`src/rtl/swervolf_uart_pkg.sv`:
```
// Shared types and constants for the SweRVolf UART receiver.
// Optional parity support is selected by SWERVOLF_UART_RX_PARITY_EN.
package swervolf_uart_pkg;

  localparam int UART_DATA_BITS = 8;

  typedef enum logic [2:0] {
    ST_IDLE,
    ST_START,
    ST_DATA,
    ST_PARITY,
    ST_STOP,
    ST_BREAK
  } rx_state_t;

endpackage

```
`src/rtl/swervolf_uart_rx_fifo.sv`:
```
// Receive FIFO: power-of-two depth, extra pointer MSB separates full from empty.
// Push while full is accepted only when a pop frees the head slot in the same cycle.
module swervolf_uart_rx_fifo #(
  parameter int DEPTH = 8,
  parameter int WIDTH = 8
) (
  input  logic             clk,
  input  logic             rst,
  input  logic             push,
  input  logic [WIDTH-1:0] push_data,
  input  logic             pop,
  output logic [WIDTH-1:0] rd_data,
  output logic             full,
  output logic             empty
);

  localparam int AW = $clog2(DEPTH);

  logic [AW:0]      wr_ptr_q;
  logic [AW:0]      rd_ptr_q;
  logic [WIDTH-1:0] mem_q [DEPTH];
  logic             push_ok;
  logic             pop_ok;

  assign empty   = (wr_ptr_q == rd_ptr_q);
  assign full    = (wr_ptr_q[AW] != rd_ptr_q[AW]) &&
                   (wr_ptr_q[AW-1:0] == rd_ptr_q[AW-1:0]);
  assign pop_ok  = pop && !empty;
  assign push_ok = push && (!full || pop_ok);
  assign rd_data = mem_q[rd_ptr_q[AW-1:0]];

  always_ff @(posedge clk) begin
    if (rst) begin
      wr_ptr_q <= '0;
      rd_ptr_q <= '0;
      // NOTE: the storage is cleared on reset so the head byte reads 0 out of
      // reset; this costs a reset net per flop and rules out a RAM macro.
      for (int i = 0; i < DEPTH; i++) mem_q[i] <= '0;
    end else begin
      if (push_ok) begin
        mem_q[wr_ptr_q[AW-1:0]] <= push_data;
        wr_ptr_q                <= wr_ptr_q + 1'b1;
      end
      if (pop_ok) rd_ptr_q <= rd_ptr_q + 1'b1;
    end
  end

endmodule

```
`src/rtl/swervolf_uart_rx.sv`:
```
// 8N1 UART receiver with mid-bit sampling, receive FIFO and sticky error flags.
// Define SWERVOLF_UART_RX_PARITY_EN for 8E1 frames with a sticky parity error flag.
module swervolf_uart_rx
  import swervolf_uart_pkg::*;
#(
  parameter int CLKS_PER_BIT = 434,
  parameter int FIFO_DEPTH   = 8
) (
  input  logic       clk,
  input  logic       rst,
  input  logic       i_rx,
  output logic [7:0] o_data,
  output logic       o_valid,
  input  logic       i_ready,
  output logic       o_frame_err,
  output logic       o_overrun,
  output logic       o_parity_err,
  input  logic       i_err_clr
);

  localparam int CNT_W = $clog2(CLKS_PER_BIT);
  localparam int BIT_W = $clog2(UART_DATA_BITS);
  localparam logic [CNT_W-1:0] CNT_MID  = CNT_W'(CLKS_PER_BIT / 2 - 1);
  localparam logic [CNT_W-1:0] CNT_LAST = CNT_W'(CLKS_PER_BIT - 1);
  localparam logic [BIT_W-1:0] LAST_BIT = BIT_W'(UART_DATA_BITS - 1);

  rx_state_t                 state_q, state_d;
  logic                      sync_q, rx_s;
  logic [CNT_W-1:0]          cnt_q;
  logic [BIT_W-1:0]          bit_idx_q;
  logic [UART_DATA_BITS-1:0] shreg_q;
  logic                      push_q;
  logic [UART_DATA_BITS-1:0] push_data_q;
  logic                      bit_tick;
  logic                      cnt_clr, shift_en, push_req, frame_err_set;
  logic                      fifo_full, fifo_empty;

  // Two-flop synchronizer; flops preset to the idle line level.
  always_ff @(posedge clk) begin
    if (rst) begin
      sync_q <= 1'b1;
      rx_s   <= 1'b1;
    end else begin
      // NOTE: non-blocking assignments make both flops sample their old
      // values on the same edge; blocking here would collapse them into one.
      sync_q <= i_rx;
      rx_s   <= sync_q;
    end
  end

  assign bit_tick = (cnt_q == CNT_LAST);

  always_ff @(posedge clk) begin
    if (rst) state_q <= ST_IDLE;
    else     state_q <= state_d;
  end

  always_comb begin
    state_d = state_q;
    case (state_q)
      ST_IDLE:  if (!rx_s) state_d = ST_START;
      ST_START: if (cnt_q == CNT_MID) state_d = rx_s ? ST_IDLE : ST_DATA;
      ST_DATA:
        if (bit_tick && bit_idx_q == LAST_BIT) begin
`ifdef SWERVOLF_UART_RX_PARITY_EN
          state_d = ST_PARITY;
`else
          state_d = ST_STOP;
`endif
        end
`ifdef SWERVOLF_UART_RX_PARITY_EN
      ST_PARITY: if (bit_tick) state_d = ST_STOP;
`endif
      ST_STOP:  if (bit_tick) state_d = rx_s ? ST_IDLE : ST_BREAK;
      ST_BREAK: if (rx_s) state_d = ST_IDLE;
      default:  state_d = ST_IDLE;
    endcase
  end

`ifdef SWERVOLF_UART_RX_PARITY_EN
  logic parity_set;
`endif

  always_comb begin
    // NOTE: every output gets a default before the case so no path leaves a
    // signal unassigned, which would otherwise infer a latch.
    cnt_clr       = 1'b1;
    shift_en      = 1'b0;
    push_req      = 1'b0;
    frame_err_set = 1'b0;
`ifdef SWERVOLF_UART_RX_PARITY_EN
    parity_set    = 1'b0;
`endif
    case (state_q)
      ST_START: cnt_clr = (cnt_q == CNT_MID);
      ST_DATA: begin
        cnt_clr  = bit_tick;
        shift_en = bit_tick;
      end
`ifdef SWERVOLF_UART_RX_PARITY_EN
      ST_PARITY: begin
        cnt_clr    = bit_tick;
        parity_set = bit_tick && (rx_s != ^shreg_q);
      end
`endif
      ST_STOP: begin
        cnt_clr       = bit_tick;
        push_req      = bit_tick && rx_s;
        frame_err_set = bit_tick && !rx_s;
      end
      default: cnt_clr = 1'b1;
    endcase
  end

  // Bit timing counter and LSB-first shift register.
  always_ff @(posedge clk) begin
    if (rst) begin
      cnt_q       <= '0;
      bit_idx_q   <= '0;
      shreg_q     <= '0;
      push_q      <= 1'b0;
      push_data_q <= '0;
    end else begin
      cnt_q <= cnt_clr ? '0 : cnt_q + CNT_W'(1);
      if (state_q == ST_IDLE) begin
        bit_idx_q <= '0;
      end else if (shift_en) begin
        bit_idx_q <= bit_idx_q + BIT_W'(1);
        shreg_q   <= {rx_s, shreg_q[UART_DATA_BITS-1:1]};
      end
      push_q      <= push_req;
      push_data_q <= shreg_q;
    end
  end

  swervolf_uart_rx_fifo #(
    .DEPTH (FIFO_DEPTH),
    .WIDTH (UART_DATA_BITS)
  ) u_fifo (
    .clk       (clk),
    .rst       (rst),
    .push      (push_q),
    .push_data (push_data_q),
    .pop       (i_ready),
    .rd_data   (o_data),
    .full      (fifo_full),
    .empty     (fifo_empty)
  );

  assign o_valid = !fifo_empty;

  // A full FIFO with a pop in the same cycle still takes the byte.
  always_ff @(posedge clk) begin
    if (rst || i_err_clr) begin
      o_frame_err <= 1'b0;
      o_overrun   <= 1'b0;
    end else begin
      if (frame_err_set) o_frame_err <= 1'b1;
      if (push_q && fifo_full && !i_ready) o_overrun <= 1'b1;
    end
  end

`ifdef SWERVOLF_UART_RX_PARITY_EN
  always_ff @(posedge clk) begin
    if (rst || i_err_clr) o_parity_err <= 1'b0;
    else if (parity_set)  o_parity_err <= 1'b1;
  end
`else
  assign o_parity_err = 1'b0;
`endif

endmodule

```
`config.mk`:
```
export PLATFORM = sky130hd
export DESIGN_NAME = swervolf_uart_rx
export DESIGN_NICKNAME = d
export VERILOG_FILES = /design/src/rtl/swervolf_uart_pkg.sv /design/src/rtl/swervolf_uart_rx_fifo.sv /design/src/rtl/swervolf_uart_rx.sv
export SDC_FILE = /design/constraint.sdc
export NUM_CORES = 1
export LEC_CHECK = 0
export BUFFER_PORTS_ARGS = -buffer_cell sky130_fd_sc_hd__buf_4
export CORE_AREA = 2 2 67 133
export CTS_CLUSTER_SIZE = 25
export DETAILED_ROUTE_END_ITERATION = 8
export DIE_AREA = 0 0 69 135
export PLACE_DENSITY_LB_ADDON = 0.1
export REMOVE_ABC_BUFFERS = 1
export SETUP_SLACK_MARGIN = 0.5
export SYNTH_ARGS = -nofsm -noshare
export SYNTH_HDL_FRONTEND = slang
export SYNTH_SLANG_ARGS = --single-unit
export TNS_END_PERCENT = 100
```
`constraint.sdc`:
```
create_clock -name clk -period 2.2 [get_ports clk]
set_input_delay 0.44 -clock clk [delete_from_list [all_inputs] [get_ports clk]]
set_output_delay 0.44 -clock clk [all_outputs]
set_load 0.01 [all_outputs]
```
==> qor.yml, run 1 <==
critPathMaxFanout: 8
cts-hold-fix-buffers: 0
clk_latency_ns: 0.35
place_ws_ns: 0.09082
hold_violations: 0
clock_path_buffers: 2
gp_congestion: 0.8513
clkTransAtPathRegs_ns: 0.07
hpwl_um: 7735
fp.dieH_um: 135
ys_seq_elements: 111
violations: "setup timing"
period_share: 1.025
busiest_layer: "met2"
p_per_area_mw_per_mm2: 666.3
port_buffers: 15
skew_ns: 0.009333
whs_path_depth: 2
grt_overflow: 0
fillers: 552
cts_tree: "done"
drtIter0Drc: 223
final_layout_size_suffix_gt1_frac: 0.3501
seqCellArea_mm2: 0.002895
total_power_mw: 4.013
ys_seq_area_frac: 0.5831
multiInputGateArea_mm2: 0.002175
grt_use_met2: 0.5096
clockRootBuffer: "clkbuf_16"
slew_headroom: 0.6482
die_w_um: 69
worstMarginPinSlew_ns: 0.5270
rrSetupSlack_ns: 0.53
rsz0062_at_grt: "true"
cts_sinks: 111
setup_slack_ns: -0.05532
wire_per_inst_um: 21.44
initial_utilization: 0.5964
routed_wl_um: 11470
outcome: "complete, but fails checks"
drt.antenna.violating_nets: 0
place_area_mm2: 0.005146
cp-end-kind: "output pin"
final_util: 0.7315
design.die.area_mm2: 0.009315
crit_required_ns: 1.76
rr_startpoint: "u_fifo.wr_ptr_q[2]$_SDFFE_PP0P_"
final_area_mm2: 0.006022
grt_usage: 0.2465
irDropWorstVdd_v: 0.0005336
syn_area_mm2: 0.004910
final_nets: 444
grt_max_degree: 25
first_pass_iters: 4
cp_data_arrival_time_ns: 1.82
leakage_nw: 2.061
via_count: 3177
grt_pass1_wl_um: 16770
whs_endpoint: "o_overrun$_SDFFE_PP0P_"
worstReg2RegEnd: "u_fifo.mem_q[3][0]$_SDFFCE_PN0P_"
critical_path_class: "flop to output pin"
syn2layout_area_growth_pct: 22.66
first_global_vias: 3207
max_freq_mhz: 443.4
core_mm2: 0.008233
use_met1: 0.2140
viasPerCell: 5.938
setup_viol: 8
cts_buffers: 9
min_path_type: "primary input to flop"
row_count: 47
period_minus_slack_ns: 2.255
h-tree-depth: 3
syn_area_per_cell_um2: 12.56
cap_violations: 0
drc: 0
antenna_found_initial: 0
synthCells: 391
met3_usage: 0.04179
yosysUniqueCellTypes: 50
start_kind: "flop"
min-delay-start: "i_err_clr"
slew_violations: 0
io_pins: 17
yosysWarnings: 0
diodes: 0
worstRegToRegCells: 5
## state kept, by name, indices dropped and copies added, names as in the netlist, named ones only
register	count
bit_idx_q	3
cnt_q	9
o_frame_err	1
o_overrun	1
push_data_q	8
push_q	1
rx_s	1
shreg_q	8
state_q	3
sync_q	1
u_fifo.mem_q	64
u_fifo.rd_ptr_q	4
u_fifo.wr_ptr_q	4
## kinds of logic after synthesis
family / count (synthesis) / synth area share
buf+inv: 29 / 0.02829
compound gates: 31 / 0.06116
flops: 111 / 0.5831
xor+xnor: 13 / 0.02319
simple gates: 158 / 0.1562
other cells: 1 / 0.0007638
fa+ha+maj: 7 / 0.01784
mux: 41 / 0.1295
## area by class of cell
type,instances,area share
repair buffers,48,0.08248
inverters,10,0.006649
clock inverters,5,0.006441
well taps,98,0.02036
clock buffers,11,0.04218
multi-input cells,252,0.3611
flip-flops and latches,111,0.4808
## layout by cell type, fill, tap and decap left out, types with 5 or more instances in the layout
| cell type | count |
|---|---|
| nor2b_1 | 14 |
| dfxtp_4 | 7 |
| nand2b_1 | 5 |
| buf_4 | 33 |
| mux2_2 | 13 |
| edfxtp_1 | 64 |
| nand2_1 | 16 |
| ha_1 | 6 |
| mux2i_1 | 5 |
| mux2_4 | 5 |
| clkbuf_16 | 12 |
| dfxtp_2 | 5 |
| nor2_1 | 74 |
| and2_1 | 16 |
| a31o_4 | 6 |
| buf_6 | 7 |
| mux4_2 | 16 |
| dfxtp_1 | 35 |
| inv_1 | 8 |
| buf_12 | 6 |
| xnor2_1 | 6 |
| nand3_1 | 5 |
## how the worst max path moves through the flow
stage / from / to / slack (ns) / cells after the start
CTS: flop / o_data[0] / -0.08 / 4
global placement: u_fifo.wr_ptr_q[2]$_SDFFE_PP0P_ / u_fifo.mem_q[3][3]$_SDFFCE_PN0P_ / 0.14 / 4
floorplan: flop / o_data[0] / 0.02 / 2
global route: flop / o_data[5] / -0.09 / 4
finish: flop / o_data[5] / -0.06 / 4
detailed placement: u_fifo.wr_ptr_q[2]$_SDFFE_PP0P_ / u_fifo.mem_q[3][5]$_SDFFCE_PN0P_ / 0.09 / 4
## critical path, cell delays in order (launching register included)
cell	delay (ns)
dfxtp_4	0.38
clkbuf_16	0.17
mux4_2	0.50
mux2_4	0.29
buf_6	0.12
## Yosys cell counts, drive strengths merged
cell type,number,area share
o211ai,6,0.013
a41o,2,0.0041
mux2,20,0.046
mux4,16,0.073
o32ai,1,0.0018
a21boi,1,0.0038
nor2b,16,0.020
nand2,17,0.013
nor3,3,0.0031
clkbuf,8,0.0061
ha,7,0.018
o21a,1,0.0015
dfxtp,47,0.19
or2,5,0.0064
a211oi,3,0.0066
nand4,2,0.0025
nand3,6,0.0071
mux2i,5,0.010
xnor2,10,0.018
o2111ai,2,0.0061
nor2,78,0.060
and2,16,0.020
a221oi,1,0.0018
xor2,3,0.0054
a21oi,3,0.0031
o21bai,1,0.0015
and3,3,0.0038
a2111oi,1,0.0018
o32a,1,0.0020
conb,1,0.00076
nor4,2,0.0025
and4,1,0.0018
inv,10,0.0076
edfxtp,64,0.39
a31oi,1,0.0013
and4b,2,0.0041
a211o,1,0.0018
a31o,6,0.011
buf,11,0.015
nand2b,5,0.0064
and4bb,2,0.0051
## metrics by stage
stage	hold WS (ns)	std cells	setup TNS, ns
after floorplan	0.3895	372	0
final	0.2568	535	-0.3410
after global routing	0.2605	535	-0.6762
after global placement	0.3920	497	0
after CTS	0.2474	525	-0.5164
after detailed placement	0.3984	497	0
## layer usage
layer / vias to the layer above / wire length [µm]
li1: 1488 / -
met1: 1576 / 3515
met2: 82 / 7108
met3: 31 / 362
met4: 0 / 482
met5: - / 0
## timing repair
| action | 4_1_cts | 5_1_grt |
|---|---|---|
| setup buffers | 11 | 8 |
| setup endpoints to repair | 148 | 129 |
| pin swaps | 11 | 9 |
| hold endpoints to repair | 0 | 0 |
| resized for setup | 37 | 42 |
| cloned | 1 | 2 |
## power breakdown
part           total [mW]  internal (mW)  switching (mW)
sequential           2.27           2.24          0.0294
combinational       0.153         0.0735          0.0798
clock                1.59          0.846           0.741
total                4.01           3.16           0.851
Power figures use the tool's default switching activity.
==> run 2, diff against run 1 <==
--- a/constraint.sdc
+++ b/constraint.sdc
@@ -3,2 +3,2 @@
 set_output_delay 0.44 -clock clk [all_outputs]
-set_load 0.01 [all_outputs]
+set_load 0.1 [all_outputs]
==> run 2 against run 1 <==
The run still ends with setup timing left. Clock power is essentially flat. Utilization grew 2.6 points. Non-clock buffer count grew 4. Sequential share of layout area shrank 1.7 points. Critical path depth is the same. Hold slack lost 0.0070 ns. Critical path type unchanged. Largest cell class unchanged.
==> qor.yml, run 2 (same netlist as run 1, synthesis figures left out) <==
viasPerCell: 5.954  # was 5.938
whs_path_depth: 2  # unchanged
place_inst: 495  # was 497
rr_startpoint: "u_fifo.rd_ptr_q[1]$_SDFFE_PP0N_"  # was u_fifo.wr_ptr_q[2]$_SDFFE_PP0P_
cts-hold-fix-buffers: 0  # unchanged
grt_overflow: 0  # unchanged
irDropWorstVdd_v: 0.0005370  # was 0.0005336 V
initial_utilization: 0.5964  # unchanged
via_count: 3203  # was 3177
hpwl_um: 7928  # was 7735 µm
port_buffers: 15  # unchanged
regMostFlops: "u_fifo.mem_q"  # unchanged
cts_sinks: 111  # unchanged
design.die.area_mm2: 0.009315  # unchanged
largestRegisters: "u_fifo.mem_q: 64 flops, cnt_q: 9 flops"  # unchanged
hold_violations: 0  # unchanged
start_kind: "flop"  # unchanged
drt.antenna.violating_nets: 0  # unchanged
largest_register_ffs: 64  # unchanged
worstReg2RegEnd: "u_fifo.mem_q[4][6]$_SDFFCE_PN0P_"  # was u_fifo.mem_q[3][0]$_SDFFCE_PN0P_
die_w_um: 69  # unchanged
worstMarginPinSlew_ns: 0.5857  # was 0.5270 ns
crit_required_ns: 1.76  # about the same
whs_endpoint: "o_overrun$_SDFFE_PP0P_"  # unchanged
slew_violations: 0  # unchanged
min-delay-start: "i_err_clr"  # unchanged
row_count: 47  # unchanged
multiInputGateArea_mm2: 0.002262  # was 0.002175 mm²
io_pins: 17  # unchanged
critical_path_class: "flop to output pin"  # unchanged
worstRegToRegCells: 6  # was 5
path_cells: "buf_12, mux4_2, mux2_4, buf_12"  # was clkbuf_16, mux4_2, mux2_4, buf_6
clk_latency_ns: 0.36  # was 0.35 ns
setup_slack_ns: -0.1096  # was -0.05532 ns
slowest_delay_ns: 0.51  # was 0.50 ns
first_pass_iters: 4  # unchanged
final_util: 0.7578  # was 0.7315
cts_buffers: 9  # unchanged
gp_congestion: 0.8741  # was 0.8513
first_global_vias: 3352  # was 3207
outcome: "complete, but fails checks"  # unchanged
core_mm2: 0.008233  # unchanged
fillers: 538  # was 552
cap_violations: 0  # unchanged
period_share: 1.050  # was 1.025
critPathMaxFanout: 8  # unchanged
h-tree-depth: 3  # unchanged
drc: 0  # unchanged
grt_pass1_wl_um: 17740  # was 16770 µm
syn2layout_area_growth_pct: 27.06  # was 22.66%
violations: "setup timing"  # unchanged
crit_slowest_cell: "mux4_2"  # unchanged
rsz0062_at_grt: "true"  # unchanged
cts_tree: "done"  # unchanged
clockRootBuffer: "clkbuf_16"  # unchanged
final_nets: 447  # was 444
slew_headroom: 0.6090  # was 0.6482
max_freq_mhz: 433.0  # was 443.4 MHz
final_cells: 538  # was 535
setup_viol: 8  # unchanged
cp-end-kind: "output pin"  # unchanged
p_per_area_mw_per_mm2: 654.0  # was 666.3 mW/mm²
clock_path_buffers: 2  # unchanged
routed_wl_um: 11710  # was 11470 µm
cp_data_arrival_time_ns: 1.87  # was 1.82 ns
total_power_mw: 4.080  # was 4.013 mW
leakage_nw: 2.152  # was 2.061 nW
antenna_found_initial: 0  # unchanged
grt_max_degree: 28  # was 25
fp.dieH_um: 135  # unchanged
rrSetupSlack_ns: 0.35  # was 0.53 ns
timing.hold.ws_ns: 0.2498  # was 0.2568 ns
clkTransAtPathRegs_ns: 0.07  # about the same
wire_per_inst_um: 21.76  # was 21.44 µm
mostFrequentLayoutCells: "nor2_1 (71), edfxtp_1 (64), dfxtp_1 (38)"  # was nor2_1 (74), edfxtp_1 (64), dfxtp_1 (35)
mostFrequentLayoutCell: "nor2_1"  # unchanged
drtIter0Drc: 277  # was 223
min_path_type: "primary input to flop"  # unchanged
diodes: 0  # unchanged
skew_ns: 0.006905  # was 0.009333 ns
period_minus_slack_ns: 2.310  # was 2.255 ns
final_layout_size_suffix_gt1_frac: 0.4000  # was 0.3501
path_common_cell: "buf_12"
seqCellArea_mm2: 0.002892  # was 0.002895 mm²
grt_usage: 0.2588  # was 0.2465
run 2: critical path, delay by kind of cell (launching register included):
family / cells / cell delay [ns]
flops: 1 / 0.39
buf+inv: 2 / 0.32
mux: 2 / 0.81
run 2: stage by stage:
| step | worst slack [ns] | TNS, ns | area [µm²] |
|---|---|---|---|
| after global placement | 0.2015 | 0 | 5131 |
| after floorplan | -0.1746 | -1.397 | 4808 |
| after detailed placement | 0.1435 | 0 | 5131 |
| after global routing | -0.1515 | -1.099 | 6238 |
| final | -0.1096 | -0.7940 | 6238 |
| after CTS | -0.1200 | -0.8983 | 5948 |
run 2: cell type report:
class,instances,share of cell area
clock inverter,6,0.008022
sequential,111,0.4635
multi-input combinational,251,0.3626
timing repair buffer,52,0.1015
clock buffer,10,0.03831
inverter,10,0.006418
tap,98,0.01966
run 2: layer usage:
layer / wire length (µm) / up-vias / GRT usage / part of all wire
met1: 3627 / 1594 / 0.2416 / 0.31
met3: 388 / 33 / 0.04851 / 0.033
met2: 7234 / 92 / 0.5134 / 0.62
met5: 0 / - / 0 / 0
met4: 457 / 0 / 0.1340 / 0.039
li1: - / 1484 / - / -
run 2: what timing repair did:
action | in CTS | in global routing
endpoints found under the setup margin | 156 | 145
setup buffers | 13 | 12
pin swaps | 13 | 30
resized for setup | 87 | 48
cloned | 2 | 0
run 2: worst max path at each step:
stage | from | end | slack, ns | cells past startpoint
after detailed placement | u_fifo.wr_ptr_q[2]$_SDFFE_PP0P_ | u_fifo.mem_q[3][0]$_SDFFCE_PN0P_ | 0.14 | 4
final | flop | o_data[3] | -0.11 | 4
after global placement | u_fifo.wr_ptr_q[2]$_SDFFE_PP0P_ | u_fifo.mem_q[3][6]$_SDFFCE_PN0P_ | 0.20 | 4
after global routing | flop | o_data[3] | -0.15 | 4
after floorplan | flop | o_data[0] | -0.17 | 2
after CTS | flop | o_data[1] | -0.12 | 4
run 2: power breakdown:
part,switching [mW],internal (mW),total [mW]
logic,0.142,0.0863,0.228
clock network,0.762,0.817,1.58
registers,0.0309,2.24,2.27
